$ cat config.mk
export PLATFORM = sky130hd
export DESIGN_NAME = vram_arbiter
export DESIGN_NICKNAME = d
export VERILOG_FILES = /design/src/rtl/vram_arbiter.sv
export SDC_FILE = /design/constraint.sdc
export NUM_CORES = 1
export LEC_CHECK = 0
export CAP_MARGIN = 20
export CORE_ASPECT_RATIO = 0.5
export CORE_MARGIN = 10
export CORE_UTILIZATION = 22
export CTS_BUF_LIST = sky130_fd_sc_hd__clkbuf_4
export CTS_CLUSTER_SIZE = 28
export DETAILED_ROUTE_END_ITERATION = 10
export GPL_TIMING_DRIVEN = 0
export PLACE_DENSITY = 0.9
export SYNTH_ARGS = -nofsm -noshare
export SYNTH_HDL_FRONTEND = slang
export SYNTH_SLANG_ARGS = --single-unit
$ cat constraint.sdc
create_clock -name clock -period 5.6 [get_ports clock]
set_clock_uncertainty 0.15 [all_clocks]
set_input_delay 1.4 -clock clock [delete_from_list [all_inputs] [get_ports clock]]
set_output_delay 1.4 -clock clock [all_outputs]
set_load 0.02 [all_outputs]
$ cat src/rtl/vram_arbiter.sv
// vram_arbiter: shares one single-port framebuffer BRAM between the display
// line fetcher (fixed priority) and the CPU bus. A saturating wait counter
// bounds how long a pending CPU request can be refused. Read data is steered
// back to the right requester by a tag pipeline matched to the BRAM latency.
module vram_arbiter #(
    parameter int ADDR_WIDTH   = 15,
    parameter int DATA_WIDTH   = 32,
    parameter int RD_LATENCY   = 1,
    parameter int CPU_MAX_WAIT = 8
) (
    input  logic                      clock,
    input  logic                      reset,

    input  logic                      disp_req_valid,
    output logic                      disp_req_ready,
    input  logic [ADDR_WIDTH-1:0]     disp_req_addr,
    output logic                      disp_rsp_valid,
    output logic [DATA_WIDTH-1:0]     disp_rsp_data,

    input  logic                      cpu_req_valid,
    output logic                      cpu_req_ready,
    input  logic                      cpu_req_write,
    input  logic [ADDR_WIDTH-1:0]     cpu_req_addr,
    input  logic [DATA_WIDTH-1:0]     cpu_req_wdata,
    input  logic [DATA_WIDTH/8-1:0]   cpu_req_wstrb,
    output logic                      cpu_rsp_valid,
    output logic [DATA_WIDTH-1:0]     cpu_rsp_data,

    output logic                      mem_en,
    output logic [DATA_WIDTH/8-1:0]   mem_we,
    output logic [ADDR_WIDTH-1:0]     mem_addr,
    output logic [DATA_WIDTH-1:0]     mem_wdata,
    input  logic [DATA_WIDTH-1:0]     mem_rdata
);

    localparam int WAIT_W = $clog2(CPU_MAX_WAIT + 1);
    localparam logic [WAIT_W-1:0] WAIT_MAX = WAIT_W'(CPU_MAX_WAIT);

    // Tag bit positions: display read, CPU access, CPU access was a write.
    localparam int T_DISP = 0;
    localparam int T_CPU  = 1;
    localparam int T_WR   = 2;

    logic [WAIT_W-1:0] wait_cnt;
    logic              force_cpu;
    logic              grant_cpu;
    logic              grant_disp;
    logic [2:0]        tag_pipe [RD_LATENCY];
    logic [2:0]        tag_out;

    // Grant: display wins unless the CPU has waited its maximum.
    always_comb begin
        force_cpu  = cpu_req_valid && (wait_cnt == WAIT_MAX);
        grant_cpu  = !reset && cpu_req_valid && (force_cpu || !disp_req_valid);
        grant_disp = !reset && disp_req_valid && !grant_cpu;
        disp_req_ready = grant_disp;
        cpu_req_ready  = grant_cpu;
    end

    // BRAM port drive from the winning requester.
    always_comb begin
        mem_en    = grant_disp || grant_cpu;
        mem_we    = '0;
        mem_addr  = '0;
        mem_wdata = '0;
        if (grant_cpu) begin
            mem_addr  = cpu_req_addr;
            mem_wdata = cpu_req_wdata;
            if (cpu_req_write) begin
                mem_we = cpu_req_wstrb;
            end
        end else if (grant_disp) begin
            mem_addr = disp_req_addr;
        end
    end

    // CPU starvation counter: counts refused cycles, saturates at the limit.
    always_ff @(posedge clock) begin
        if (reset || !cpu_req_valid || grant_cpu) begin
            wait_cnt <= '0;
        end else if (wait_cnt != WAIT_MAX) begin
            wait_cnt <= wait_cnt + WAIT_W'(1);
        end
    end

    // Tag shift register; depth equals BRAM read latency, flushed on reset.
    always_ff @(posedge clock) begin
        if (reset) begin
            for (int unsigned i = 0; i < RD_LATENCY; i++) begin
                tag_pipe[i] <= '0;
            end
        end else begin
            tag_pipe[0] <= {grant_cpu && cpu_req_write, grant_cpu, grant_disp};
            for (int unsigned i = 1; i < RD_LATENCY; i++) begin
                tag_pipe[i] <= tag_pipe[i-1];
            end
        end
    end

    // Response steering; outputs are held quiet while reset is asserted so a
    // tag registered just before reset cannot leak a response.
    always_comb begin
        tag_out        = tag_pipe[RD_LATENCY-1];
        disp_rsp_valid = !reset && tag_out[T_DISP];
        cpu_rsp_valid  = !reset && tag_out[T_CPU];
        disp_rsp_data  = disp_rsp_valid ? mem_rdata : '0;
        cpu_rsp_data   = (cpu_rsp_valid && !tag_out[T_WR]) ? mem_rdata : '0;
    end

endmodule

==> impl_metrics.env <==
export IMPL_rows=18
export IMPL_synth_seq_area_share=0.1229
export IMPL_worstSetupEndpointType="primary output"
export IMPL_drc=0
export IMPL_setup_violations=0
export IMPL_dieWidth_microns=121.8
export IMPL_cp_max_fo=10
export IMPL_chipHeight_microns=70.90
export IMPL_final_common_cell="clkdlybuf4s50_1"
export IMPL_hold_path_end="wait_cnt[0]"
export IMPL_avgViaCountPerCell=4.158
export IMPL_grt_pass1_vias=2030
export IMPL_clkSlewWorstSetupHoldPaths_ns=0.05
export IMPL_pwr_density_cell_nw_per_um2=82.86
export IMPL_syn_area_sq_um=1140
export IMPL_rr_endpoint="tag_pipe[0][2]"
export IMPL_post_cts_buffers=0
export IMPL_hp_start="wait_cnt[0]"
export IMPL_cts_resized=0
export IMPL_ant_nets=0
export IMPL_clk_latency_ns=0.25
export IMPL_crit_chain="clkdlybuf4s50_1, nor2b_1, nor2b_1, clkbuf_1, and2_1, clkdlybuf4s50_1"
export IMPL_critPathMaxStageDelay_ns=0.63
export IMPL_tightest_slew_ns=0.3898
export IMPL_cts_tree="built"
export IMPL_cts_root_buf="clkbuf_4"
export IMPL_status="finished clean"
export IMPL_ys_ff_latch=7
export IMPL_start_util=0.2290
export IMPL_power_total_mw=0.2881
export IMPL_syn_nets=265
export IMPL_critPathLaunchType="input pin"
export IMPL_antenna_found_initial=0
export IMPL_layout_drive_gt1_share=0.03109
export IMPL_grt_max_degree=11
export IMPL_setup_tns_ns=0
export IMPL_cp_startpoint="reset"
export IMPL_hold_depth=1
export IMPL_ff2ff_path_depth=6
export IMPL_synthDistinctLibCells=20
export IMPL_critPathKind="input pin to primary output"
export IMPL_ys_warn_count=0
export IMPL_fmax_mhz=194.4
export IMPL_gp_congestion=0.9275
export IMPL_finalHoldViolCount=0
export IMPL_p_leak_nw=1.374
export IMPL_clockBufferDepth=2
export IMPL_io_pins=223
export IMPL_rsz0062_at_grt="false"
export IMPL_area_growth_pct=205.0
export IMPL_wl_per_cell_microns=19.21
export IMPL_yosys_area_top_type="and2_1"
export IMPL_max_vdd_ir_drop_mv=0.05407
export IMPL_nNetsFinal=492
export IMPL_grt_util_all_layers=0.1866
export IMPL_coreArea_sq_um=4977
export IMPL_clock_sinks=7
export IMPL_synthTopCellsByArea="and2_1 53%, dfxtp_1 12%, a22o_1 12%"
export IMPL_required_ns=4.05
export IMPL_critical_path_arrival_ns=3.59
export IMPL_cts_buffers=3
export IMPL_min_period_ns=5.143
export IMPL_reg2reg_slack_ns=3.83
export IMPL_grt_first_pass_wirelength_microns=12590
export IMPL_portBuffers=222
export IMPL_slew_violations=0
export IMPL_synthesis_area_per_instance_sq_um=7.124
export IMPL_overflow=0
export IMPL_antenna_cells=0
export IMPL_maxCapViolCount=0
export IMPL_final_cell_mix="222 x clkdlybuf4s50_1, 97 x and2_1, 15 x a22o_1, 7 x dfxtp_1"
export IMPL_reg2reg_from="wait_cnt[0]"
export IMPL_vias=1896
export IMPL_nFillCells=412
export IMPL_netlist_instances=160
export IMPL_h_tree_depth=1
export IMPL_post_dp_hpwl_microns=7943
export IMPL_yosys_area_top_type_share=0.5324
export IMPL_fin_crit_sh=0.9185
export IMPL_slew_headroom=0.7393
export IMPL_drt_iter0_drc=65
export IMPL_postCtsHoldBufs=0
export IMPL_hp_class="flip-flop to flip-flop"
export IMPL_firstDrtPassIters=4
export IMPL_drt_total_wl_microns=8762
export IMPL_slowest_stage="clkdlybuf4s50_1"
export IMPL_die_area_sq_um=8635
-- through the flow --
step / util / hold slack (ns) / cells / instance area, sq um / setup slack [ns]
4_1_cts: 0.6986 / 0.3367 / 456 / 3477 / 0.4308
3_5_place_dp: 0.6931 / 0.3094 / 452 / 3450 / 0.4350
6_report: 0.6986 / 0.3266 / 456 / 3477 / 0.4565
3_3_place_gp: 0.6931 / 0.2905 / 452 / 3450 / 0.4374
5_1_grt: 0.6986 / 0.3420 / 456 / 3477 / 0.3169
2_1_floorplan: - / 0.2800 / 160 / 1140 / 1.570
-- cell type report --
class | instances | area, sq um | area share
Tap cell | 70 | 87.58 | 0.02519
Clock buffer | 3 | 22.52 | 0.006477
Sequential cell | 7 | 140.1 | 0.04030
Timing Repair Buffer | 222 | 2222 | 0.6391
Buffer | 12 | 55.05 | 0.01583
Clock inverter | 1 | 5.005 | 0.001439
Inverter | 5 | 18.77 | 0.005398
Multi-Input combinational cell | 136 | 925.9 | 0.2663
-- power by group --
group	switching (mW)	leakage [nW]	internal, mW
Sequential	0.000535	0.0571	0.0511
Combinational	0.0743	1.30	0.118
Clock	0.0184	0.0177	0.0260
Total	0.0932	1.37	0.195
-- per-layer routing --
layer	GRT usage	part of all wire	wire, microns
met4	0.04993	0.016	138
met1	0.1767	0.35	3039
met5	0	0	0
met2	0.3872	0.57	5001
met3	0.04513	0.067	583
-- how the worst max path moves through the flow --
stage / endpoint / depth (start not counted)
2_1_floorplan: cpu_rsp_data[10] / 4
3_3_place_gp: cpu_rsp_data[14] / 6
6_report: cpu_rsp_data[20] / 6
4_1_cts: cpu_rsp_data[20] / 6
3_5_place_dp: cpu_rsp_data[20] / 6
5_1_grt: cpu_rsp_data[19] / 6
-- cell usage after synthesis --
cell type and count:
a211oi_1 1, a211oi_4 1, a22o_1 15, and2_1 97, and3_1 4, buf_2 3, buf_4 1, clkbuf_1 6
clkbuf_2 2, dfxtp_1 7, ha_1 2, inv_1 5, nand3_1 1, nand3b_4 1, nand4_1 1, nor2_1 6
nor2b_1 3, o211a_1 2, xnor2_1 1, xor2_1 1
-- worst max-delay path: cells and delay by family --
kind	cells	cell delay, ns
buf+inv	3	1.51
simple gates	3	0.67
-- state kept, by name, summed over array words and instances (netlist names) --
register,cells
wait_cnt,4
tag_pipe,3
-- logic make-up (layout without fill, tap and decap cells) --
kind of cell	after synthesis	in the layout	share of synthesized area
buffers and inverters	17	243	0.06476
DFF	7	7	0.1229
xor gates and xnor gates	2	2	0.01537
AOI/OAI and AO/OA	19	19	0.1570
adders and majority gates	2	2	0.02195
and+or+nand+nor	113	113	0.6180
(Power assumes the default switching activity.)
